===== src/rtl/pipo_rr_writer.sv =====
// pipo_rr_writer: round-robin write arbiter in front of a PIPO register bank.
// One committed write per clock, parallel q_all view, registered read port.
module pipo_rr_writer #(
    parameter int NREQ  = 4,
    parameter int WIDTH = 4,
    parameter int NREGS = 4,
    localparam int AW   = (NREGS > 1) ? $clog2(NREGS) : 1
) (
    input  logic                   clk,
    input  logic                   reset,
    input  logic                   hold,
    input  logic [NREQ-1:0]        req,
    input  logic [NREQ*AW-1:0]     req_addr,
    input  logic [NREQ*WIDTH-1:0]  req_data,
    output logic [NREQ-1:0]        gnt,
    input  logic [AW-1:0]          rd_addr,
    output logic [WIDTH-1:0]       rd_data,
    output logic [NREGS*WIDTH-1:0] q_all
);

    localparam int PW = $clog2(NREQ);

    logic [WIDTH-1:0] r_regs [NREGS];
    logic [PW-1:0]    r_ptr;

    logic [NREQ-1:0]  w_elig;
    logic             w_found;
    logic [PW-1:0]    w_win;
    logic [PW-1:0]    w_ptr_nxt;
    logic [NREQ-1:0]  w_onehot;
    logic [AW-1:0]    w_waddr;
    logic [WIDTH-1:0] w_wdata;
    logic             w_inrange;
    logic             w_rd_ok;
    logic             w_wen;

    // A requester granted last cycle sits out this one.
    assign w_elig = req & ~gnt;

    // Scan from the pointer upward, wrapping, and take the first eligible.
    always_comb begin
        int idx;
        w_found = 1'b0;
        w_win   = '0;
        for (int k = 0; k < NREQ; k++) begin
            idx = int'(r_ptr) + k;
            if (idx >= NREQ) idx = idx - NREQ;
            if (!w_found && w_elig[idx]) begin
                w_found = 1'b1;
                w_win   = PW'(idx);
            end
        end
    end

    assign w_ptr_nxt = (w_win == PW'(NREQ - 1)) ? '0 : w_win + 1'b1;
    assign w_onehot  = NREQ'(1) << w_win;
    assign w_waddr   = req_addr[w_win*AW +: AW];
    assign w_wdata   = req_data[w_win*WIDTH +: WIDTH];

    // Address range checks only matter when NREGS leaves unused codes.
    generate
        if (NREGS == (1 << AW)) begin : g_full
            assign w_inrange = 1'b1;
            assign w_rd_ok   = 1'b1;
        end else begin : g_part
            assign w_inrange = (w_waddr < AW'(NREGS));
            assign w_rd_ok   = (rd_addr < AW'(NREGS));
        end
    endgenerate

    assign w_wen = !hold && w_found && w_inrange;

    // Arbitration state: grant pulse and round-robin pointer.
    always_ff @(posedge clk or posedge reset) begin
        if (reset) begin
            gnt   <= '0;
            r_ptr <= '0;
        end else if (hold || !w_found) begin
            gnt   <= '0;
        end else begin
            gnt   <= w_onehot;
            r_ptr <= w_ptr_nxt;
        end
    end

    // Register bank: the winning requester's write lands this edge.
    always_ff @(posedge clk or posedge reset) begin
        if (reset) begin
            for (int k = 0; k < NREGS; k++) r_regs[k] <= '0;
        end else if (w_wen) begin
            r_regs[w_waddr] <= w_wdata;
        end
    end

    // Read port returns pre-edge contents, independent of hold.
    always_ff @(posedge clk or posedge reset) begin
        if (reset) begin
            rd_data <= '0;
        end else begin
            rd_data <= w_rd_ok ? r_regs[rd_addr] : '0;
        end
    end

    genvar g;
    generate
        for (g = 0; g < NREGS; g++) begin : g_q
            assign q_all[g*WIDTH +: WIDTH] = r_regs[g];
        end
    endgenerate

endmodule


===== config.mk =====
export PLATFORM = sky130hd
export DESIGN_NAME = pipo_rr_writer
export DESIGN_NICKNAME = d
export VERILOG_FILES = /design/src/rtl/pipo_rr_writer.sv
export SDC_FILE = /design/constraint.sdc
export NUM_CORES = 1
export LEC_CHECK = 0
export ABC_AREA = 1
export BUFFER_PORTS_ARGS = -buffer_cell sky130_fd_sc_hd__buf_4
export CAP_MARGIN = 40
export CORE_UTILIZATION = 47
export CTS_CLUSTER_SIZE = 8
export DETAILED_ROUTE_END_ITERATION = 16
export PLACE_DENSITY = 0.82
export SYNTH_ARGS = -nofsm -noshare
export SYNTH_HDL_FRONTEND = slang
export SYNTH_SLANG_ARGS = --single-unit

===== constraint.sdc =====
create_clock -name clk -period 1.9 [get_ports clk]
set_input_delay 0.095 -clock clk [delete_from_list [all_inputs] [get_ports clk]]
set_output_delay 0.095 -clock clk [all_outputs]
set_load 0.05 [all_outputs]

==> results of run 1 <==
metal layers:
layer,GRT usage,vias to the layer above,wire [µm]
li1,-,998,-
met3,0.0243,13,269
met1,0.331,928,2280
met2,0.421,89,2670
met5,0,-,0
met4,0.0897,0,90
final cells by class:
cell class              count  area, µm²
clock buffers               3       41.3
clock inverters             1       30.0
fillers                   227        815
inverters                  26        106
multi-input cells         195       1340
flip-flops and latches     26        658
well taps                  48       60.1
repair buffers             89        723
path summary, 6_finish.rpt:
| path | cells past startpoint | startpoint | to |
|---|---|---|---|
| min in group asynchronous | 4 | reset | q_all[4] |
| max in group asynchronous | 4 | reset | gnt[3] |
| hold / removal | 3 | rd_addr[1] | rd_data[3] |
| setup / recovery | 13 | r_ptr[0] | q_all[8] |
| setup reg to reg | 13 | r_ptr[0] | q_all[8] |
| hold reg to reg | 2 | q_all[5] | q_all[5] |
synthesized netlist by cell type, types with 2 or more instances:
| master | instances |
|---|---|
| nand4_1 | 2 |
| o22ai_1 | 4 |
| nand2_1 | 82 |
| ha_1 | 4 |
| buf_6 | 2 |
| nand2_4 | 5 |
| o21ai_0 | 10 |
| inv_1 | 22 |
| o211ai_1 | 4 |
| nand3_2 | 17 |
| dfrtp_1 | 26 |
| inv_2 | 2 |
| nand2_2 | 15 |
| nor2_4 | 5 |
| nand3_1 | 30 |
| nor2_1 | 12 |
placed cells by master, fill, tap and decap left out:
cell / netlist / final
nand2_4: 5 / 13
bufinv_16: 0 / 1
and2_4: 0 / 1
nand4_4: 0 / 1
inv_4: 1 / 1
nand3_4: 1 / 9
dfrtp_1: 26 / 20
inv_2: 2 / 5
o21ai_0: 10 / 10
buf_4: 0 / 81
inv_1: 22 / 18
nor2_4: 5 / 5
buf_6: 2 / 4
o211ai_1: 4 / 4
nand2_8: 0 / 1
nand3_1: 30 / 17
buf_12: 0 / 3
dfrtp_2: 0 / 6
nand2_2: 15 / 16
nand4_1: 2 / 2
nand2_1: 82 / 72
clkinv_4: 0 / 1
nor2_8: 1 / 1
nand3_2: 17 / 22
dlygate4sd3_1: 0 / 1
o22ai_1: 4 / 4
clkbuf_8: 0 / 3
o21bai_4: 1 / 1
nor2_1: 12 / 12
clkinv_2: 1 / 1
ha_1: 4 / 4
metrics by stage:
| stage | setup TNS (ns) | cells | setup WS (ns) | hold slack (ns) | area [µm²] |
|---|---|---|---|---|---|
| floorplan | -0.0481 | 251 | -0.0102 | 0.135 | 1960 |
| global placement | -2.29 | 370 | -0.140 | 0.169 | 2580 |
| detailed placement | -3.54 | 370 | -0.209 | 0.169 | 2580 |
| CTS | -1.81 | 384 | -0.132 | 0.113 | 2820 |
| global route | -6.27 | 388 | -0.353 | 0.132 | 2960 |
| finish | -3.49 | 388 | -0.229 | 0.113 | 2960 |
cell families after synthesis:
family | count (synthesis) | share of synthesized area
and+or+nand+nor | 172 | 0.498
buffers and inverters | 30 | 0.0696
DFF | 26 | 0.341
AOI/OAI and AO/OA | 19 | 0.0650
adders and majority gates | 4 | 0.0263
registers in the layout, summed over array words and instances (netlist names):
register,count
gnt,4
q_all,16
r_ptr,2
rd_data,4
tightest hold or removal path: cells and delay by family:
family / cells / cell delay [ns]
buffers and inverters: 1 / 0.12
AO/OA/AOI/OAI: 2 / 0.14
what timing repair did:
item | 4_1_cts | 5_1_grt
endpoints found under the setup margin | 22 | 22
endpoints found under the hold margin | 26 | 0
pin swaps | 14 | 13
setup buffers | 9 | 4
hold buffers | 1 | 0
resized for setup | 16 | 21
==> metrics.cfg, run 1 <==
[floorplan]
initial_utilization = 0.505
num_rows = 22
dieArea_mm2 = 0.00431
core-area_mm2 = 0.00377
ioPinCount = 57
die_y_um = 65.7
dieWidth_um = 65.7

[layout]
nets = 378
final_core_util = 0.784
layout-drive-gt1-share = 0.518
antenna_cells = 0
area_growth_pct = 55.2

[placed_design]
hpwl_um = 3720
gp_routability_congestion = 0.849
io_buffers = 56

[timing]
slew_headroom = 0.785
rsz0062_at_grt = yes
hold_viol = 0
finalMaxSlewViolations = 0
layout_min_cycle_time_ns = 2.13
tightestPinTransition_ns = 0.322
finalCritPeriodShare = 1.12
finClkSkew_ns = 0.00975
setup_viol = 21
finalWorstSetupSlack_ns = -0.229
fmax_ghz = 0.470

[clock_network]
htree_levels = 1
clock_latency_ns = 0.28
cts_tree = built
cts_buffer_depth = 2
path_clk_slew_ns = 0.10
root_buffer = clkbuf_8
cts_inserted_buffers = 3
cts.sinks = 26

[synthesis]
synth_largest_area_cell = dfrtp_1
synthArstFlopShare = 1.00
synth_ff_type = dfrtp_1
synth_fp_nets = 288
synth_top_area_frac = 0.341
syn_inst = 251
syn_area_per_cell_um2 = 7.59
synth_area_leaders = dfrtp_1 (34%), nand2_1 (16%), nand3_2 (8.9%), nand3_1 (7.9%), nand2_2 (4.9%)
synth_edf_count = 0
syn_area_mm2 = 0.00191
synth-seq-area-share = 0.341
synthDistinctLibCells = 25
yosys_warnings = 0
synth_seq_cells = 26

[setup_path]
critPathMaxFanout = 8
slowest_stage = dfrtp_2
cp_slowest_stage_delay_ns = 0.48
worst-path-buf-inv = 1
r2r_slack_ns = -0.23
crit_family = simple AND/OR/NAND/NOR gates
required_ns = 2.11
critical_path_class = register to register
path_cells = buf_4 -> nand3_4 -> nand3_2 -> nand2_4 -> and2_4 -> nand2_4 -> nor2_4 -> nor2_8 -> nand3_2 -> nand2_4 -> nor2_4 -> nand3_2 -> nand2_1
critPathLaunchType = register
end_kind = register
cp.arrival_ns = 2.34

[detailed_routing]
drt.antenna.violating_nets = 0
wirelength_um = 5310
num_vias = 2028
drcViolationCount = 0
vias_per_cell = 5.23
wire_per_inst_um = 13.7
drtPass1Iterations = 5
drtIter0Drc = 105

[global_route]
grt-ovfl-total = 0
grt_use_total = 0.250
grt_max_degree = 27
grt_pass1_wl_um = 8300
grt_pass1_vias = 1860
antenna_found_initial = 0

[outcome]
status = finished with violations
violations = setup timing

[job]
maxCapViolations = 0

[min_path]
hold_class = input pin to register

Power of run 1 is not shown: default switching activity piles up to over one toggle a cycle in this logic, so the estimate is an artifact.
==> run 2: changes to the inputs <==
--- a/config.mk
+++ b/config.mk
@@ -6,7 +6,7 @@
 export NUM_CORES = 1
 export LEC_CHECK = 0
 export ABC_AREA = 1
-export BUFFER_PORTS_ARGS = -buffer_cell sky130_fd_sc_hd__buf_4
+export BUFFER_PORTS_ARGS = -buffer_cell sky130_fd_sc_hd__buf_2
 export CAP_MARGIN = 40
 export CORE_UTILIZATION = 47
 export CTS_CLUSTER_SIZE = 8
==> run 2 against run 1 <==
- the run still ends with setup timing left
- highest routed layer unchanged
- utilization shrank 5.0 points
- final cell count shrank 0.52%
- non-clock buffer count shrank 3
- maximum frequency shrank 0.55%
- die area is the same
- worst hold slack gained 0.026 ns
- clock skew shrank 0.0071 ns
- sequential cell count is the same
- wire length shrank 1.8%
- via count shrank 0.20%
==> metrics.cfg, run 2 (synthesis results as in run 1) <==
[outcome]
status = finished with violations
violations = setup timing

[setup_path]
path_cells = inv_6 -> nand3_2 -> nand3_4 -> nand2_4 -> nor2_4 -> nor2_4 -> nand2_4 -> buf_6 -> nand3_1 -> nand3_2 -> nand2_4 -> nor2_4 -> nand3_1 -> nand2_1
cp_slowest_stage_delay_ns = 0.51  ; +0.03 ns
crit_end = q_all[6]
r2r_start = r_ptr[0]
r2r_end = q_all[6]
cp-startpoint = r_ptr[0]
critPathLaunchType = register
required_ns = 2.11  ; about the same
end_kind = register
worst-path-buf-inv = 2  ; +1
slowest_stage = dfrtp_2
cp.arrival_ns = 2.35  ; about the same
critical_path_class = register to register
crit_family = simple AND/OR/NAND/NOR gates
critPathMaxFanout = 8  ; unchanged
r2r_cells = 14  ; +1
r2r_slack_ns = -0.24  ; about the same
crit_cells = 14  ; +1

[timing]
finClkSkew_ns = 0.00270  ; -0.00705 ns
finalWorstSetupSlack_ns = -0.240  ; -0.0117 ns
fin_hold_ws_ns = 0.139  ; +0.0260 ns
finalMaxSlewViolations = 0  ; unchanged
tightestPinTransition_ns = 0.327  ; +0.00431 ns
fmax_ghz = 0.467  ; -0.55%
finalCritPeriodShare = 1.13  ; +0.00618
setup_viol = 19  ; -9.5%
slew_headroom = 0.782  ; -0.00287
rsz0062_at_grt = yes
tns_ns = -3.46  ; +0.0325 ns
layout_min_cycle_time_ns = 2.14  ; +0.0117 ns
hold_viol = 0  ; unchanged

[global_route]
grt_use_total = 0.251  ; +0.000920
grt_util_met2 = 0.430  ; +0.00893
busiest_layer = met2
grt_pass1_wl_um = 8420  ; +1.4%
antenna_found_initial = 0  ; unchanged
grt_max_degree = 27  ; unchanged
grt-ovfl-total = 0  ; unchanged
grt_util_met3 = 0.0278  ; +0.00347
use_met1 = 0.334  ; +0.00364
grt_pass1_vias = 1819  ; -2.2%

[clock_network]
cts.sinks = 26  ; unchanged
cts_inserted_buffers = 3  ; unchanged
clock_latency_ns = 0.27  ; about the same
root_buffer = clkbuf_8
htree_levels = 1  ; unchanged
cts_tree = built
cts_buffer_depth = 2  ; unchanged
path_clk_slew_ns = 0.09  ; about the same

[layout]
area_growth_pct = 45.2
layout_commonest_cell = nand2_1
final_core_util = 0.734  ; -0.0501
largest_reg_flops = 16  ; unchanged
antenna_cells = 0  ; unchanged
final_cells = 386  ; -0.52%
nets = 376  ; -0.53%
layout-drive-gt1-share = 0.509  ; -0.00877
final_cell_mix = nand2_1 (71), buf_2 (56), nand3_1 (23), nand3_2 (21)

[min_path]
min_path_cells = 3  ; unchanged
hold_class = input pin to register
holdCritStartpoint = rd_addr[1]

[floorplan]
num_rows = 22  ; unchanged
core-area_mm2 = 0.00377  ; unchanged
die_y_um = 65.7  ; unchanged
dieArea_mm2 = 0.00431  ; unchanged
initial_utilization = 0.505  ; unchanged
dieWidth_um = 65.7  ; unchanged
ioPinCount = 57  ; unchanged

[detailed_routing]
vias_per_cell = 5.24  ; +0.32%
drt.antenna.violating_nets = 0  ; unchanged
drtPass1Iterations = 4  ; -1
num_vias = 2024  ; -0.20%
wirelength_um = 5220  ; -1.8%
drtIter0Drc = 90  ; -14%
drcViolationCount = 0  ; unchanged
wire_per_inst_um = 13.5  ; -1.3%

[placed_design]
hpwl_um = 3520  ; -5.3%
io_buffers = 56  ; unchanged
dpl.cell_count = 376  ; +1.6%
gp_routability_congestion = 0.841  ; -0.98%

[job]
maxCapViolations = 0  ; unchanged

[run 2: changes by cell type in the layout (fill, tap and decap cells not counted), sizes merged]
cell / delta
clkinv: -1
nand2: +1
inv: +1
buf: -3
[run 2: worst min path at each step]
| stage | end |
|---|---|
| 5_1_grt | rd_data[3] |
| 4_1_cts | rd_data[2] |
| 3_5_place_dp | q_all[13] |
| 2_1_floorplan | q_all[0] |
| 6_report | rd_data[3] |
| 3_3_place_gp | q_all[13] |
[run 2: layout make-up]
type,count,area [µm²]
multi-input cells,196,1290
fillers,264,1000
flip-flops and latches,26,658
repair buffers,86,577
inverters,26,108
well taps,48,60.1
clock buffers,3,41.3
clock inverters,1,30.0
[run 2: metrics by stage]
step                      setup WS, ns  area (µm²)
after floorplan                -0.0102        1960
after global placement          -0.182        2500
after detailed placement        -0.255        2500
after CTS                       -0.140        2750
after global routing            -0.348        2770
final                           -0.240        2770
[run 2: routing by layer]
layer  wire (µm)  vias up  part of all wire
met3         267       17             0.051
li1            -      993                 -
met4         116        0             0.022
met5           0        -                 0
met2        2520       82              0.48
met1        2310      932              0.44
[run 2: what timing repair did]
item | CTS | global route
hold buffers | 1 | 0
resized for setup | 25 | 5
setup buffers | 4 | 0
pin swaps | 9 | 1
hold endpoints to repair | 26 | 0
endpoints found under the setup margin | 22 | 22
gates cloned | 1 | 0
[run 2: worst min-delay path: cells and delay by family]
| kind | cells | cell delay [ns] |
|---|---|---|
| AOI/OAI and AO/OA | 2 | 0.16 |
| buffers and inverters | 1 | 0.12 |
Power of run 2 is left out for the same reason.
==> run 3: changes to the inputs <==
--- a/config.mk
+++ b/config.mk
@@ -9,9 +9,10 @@
 export BUFFER_PORTS_ARGS = -buffer_cell sky130_fd_sc_hd__buf_2
 export CAP_MARGIN = 40
 export CORE_UTILIZATION = 47
-export CTS_CLUSTER_SIZE = 8
+export CTS_CLUSTER_SIZE = 14
 export DETAILED_ROUTE_END_ITERATION = 16
 export PLACE_DENSITY = 0.82
+export SETUP_SLACK_MARGIN = 0.15
 export SYNTH_ARGS = -nofsm -noshare
 export SYNTH_HDL_FRONTEND = slang
 export SYNTH_SLANG_ARGS = --single-unit
==> run 3 against run 2 <==
- the flow still finishes with violations (setup timing)
- via count increased by 0.54%
- sequential cell count unchanged
- highest routed layer unchanged
- register-to-register slack improved by 0.03 ns
- final cell count decreased by 0.26%
==> metrics.cfg, run 3 (synthesis results as in run 1) <==
[detailed_routing]
drtIter0Drc = 128  ; +42%
vias_per_cell = 5.29  ; +0.80%
wire_per_inst_um = 14.1  ; +4.6%
wirelength_um = 5440  ; +4.3%
route.met3.wl_um = 419  ; +57%
drt.antenna.violating_nets = 0  ; unchanged
num_vias = 2035  ; +0.54%
highest_layer = met4
wl_met2_um = 2680  ; +6.4%
wl_met1_um = 2160  ; -6.7%
drcViolationCount = 0  ; unchanged
drtPass1Iterations = 4  ; unchanged

[timing]
finClkSkew_ns = 0.00266  ; -0.0000378 ns
finalMaxSlewViolations = 0  ; unchanged
setup_viol = 22  ; +3
fmax_ghz = 0.474  ; +1.4%
layout_min_cycle_time_ns = 2.11  ; -0.0285 ns
hold_viol = 0  ; unchanged
finalWorstSetupSlack_ns = -0.212  ; +0.0285 ns
rsz0062_at_grt = yes
finalCritPeriodShare = 1.11  ; -0.0150
tightestPinTransition_ns = 0.311  ; -0.0161 ns
slew_headroom = 0.793  ; +0.0108

[layout]
final_cell_mix = nand2_1 (69), buf_2 (56), nand3_1 (23), nand2_2 (22), nand3_2 (21)
final_core_util = 0.742  ; +0.00796
area_growth_pct = 46.8
antenna_cells = 0  ; unchanged
layout-drive-gt1-share = 0.525  ; +0.0163
seq_area_um2 = 658  ; unchanged
largest_reg_flops = 16  ; unchanged
fillCellCount = 240  ; -9.1%
final_cells = 385  ; -0.26%
nets = 375  ; -0.27%
layout_commonest_cell = nand2_1
multi_input_area_mm2 = 0.00133  ; +3.0%

[clock_network]
cts_buffer_depth = 2  ; unchanged
root_buffer = clkbuf_8
htree_levels = 1  ; unchanged
cts.sinks = 26  ; unchanged
cts_inserted_buffers = 3  ; unchanged
cts_tree = built
path_clk_slew_ns = 0.08  ; about the same
clock_latency_ns = 0.27  ; about the same

[global_route]
grt_pass1_wl_um = 9120  ; +8.4%
grt_use_total = 0.277  ; +0.0253
grt_pass1_vias = 1938  ; +6.5%
grt_max_degree = 27  ; unchanged
antenna_found_initial = 0  ; unchanged
grt-ovfl-total = 0  ; unchanged

[floorplan]
dieArea_mm2 = 0.00431  ; unchanged
core-area_mm2 = 0.00377  ; unchanged
dieWidth_um = 65.7  ; unchanged
die_y_um = 65.7  ; unchanged
ioPinCount = 57  ; unchanged
initial_utilization = 0.505  ; unchanged
num_rows = 22  ; unchanged

[setup_path]
required_ns = 2.11  ; about the same
end_kind = register
critPathMaxFanout = 8  ; unchanged
slowest_stage = dfrtp_2
critPathLaunchType = register
critical_path_class = register to register
cp_slowest_stage_delay_ns = 0.50  ; about the same
cp.arrival_ns = 2.32  ; -0.03 ns
path_cells = inv_6 -> nand2_2 -> nand2_2 -> nand3_2 -> nand2_4 -> and2_4 -> nand2_4 -> nor2_4 -> nor2_8 -> nand3_2 -> nand2_4 -> nor2_4 -> nand3_2 -> nand2_1

[placed_design]
io_buffers = 56  ; unchanged
hpwl_um = 3590  ; +2.0%
gp_routability_congestion = 0.812  ; -3.4%
dpl.cell_count = 366  ; -2.7%

[min_path]
hold_class = input pin to register

[outcome]
violations = setup timing
status = finished with violations

[job]
maxCapViolations = 0  ; unchanged

==> run 3: cell count changes in the layout (fill, tap and decap cells not counted), sizes merged <==
cell	delta
buf	-1
==> run 3: final cells by class <==
class / instances / area share
sequential: 26 / 0.235
multi-input combinational: 196 / 0.476
inverter: 26 / 0.0385
clock inverter: 1 / 0.0107
clock buffer: 3 / 0.0148
tap: 48 / 0.0215
timing repair buffer: 85 / 0.203
==> run 3: final timing paths <==
kind	from	to	slack [ns]	cells past startpoint
max reg2reg	r_ptr[0]	q_all[14]	-0.21	14
min in group asynchronous	reset	q_all[13]	0.41	4
min	rd_addr[1]	rd_data[3]	0.14	3
max	r_ptr[0]	q_all[14]	-0.21	14
max in group asynchronous	reset	r_ptr[1]	1.24	4
min reg2reg	q_all[12]	q_all[12]	0.53	2
==> run 3: per-layer routing <==
metal | track usage | up-vias
met4 | 0.139 | 0
met5 | 0 | -
li1 | - | 985
met3 | 0.0382 | 24
met2 | 0.458 | 120
met1 | 0.349 | 906
==> run 3: metrics by stage <==
stage                     worst slack [ns]  hold slack [ns]  area [µm²]  setup TNS, ns
after floorplan                    -0.0102            0.135        1960        -0.0773
after global placement              -0.164            0.160        2410          -2.64
after detailed placement            -0.220            0.154        2410          -3.70
after CTS                           -0.146            0.128        2770          -2.30
after global routing                -0.325            0.147        2800          -5.95
final                               -0.212            0.136        2800          -3.52
==> run 3: what timing repair did <==
item,CTS,global route
endpoints found under the hold margin,26,0
endpoints found under the setup margin,22,22
pin swaps,16,5
hold buffers,1,0
gates resized for setup,36,6
setup buffers,13,0
gates cloned,1,0
==> run 3: critical path: cells and delay by family, from the launching register on <==
kind,cells,cell delay (ns)
buffers and inverters,1,0.11
DFF,1,0.50
and+or+nand+nor,13,1.45
Power of run 3 is left out for the same reason.
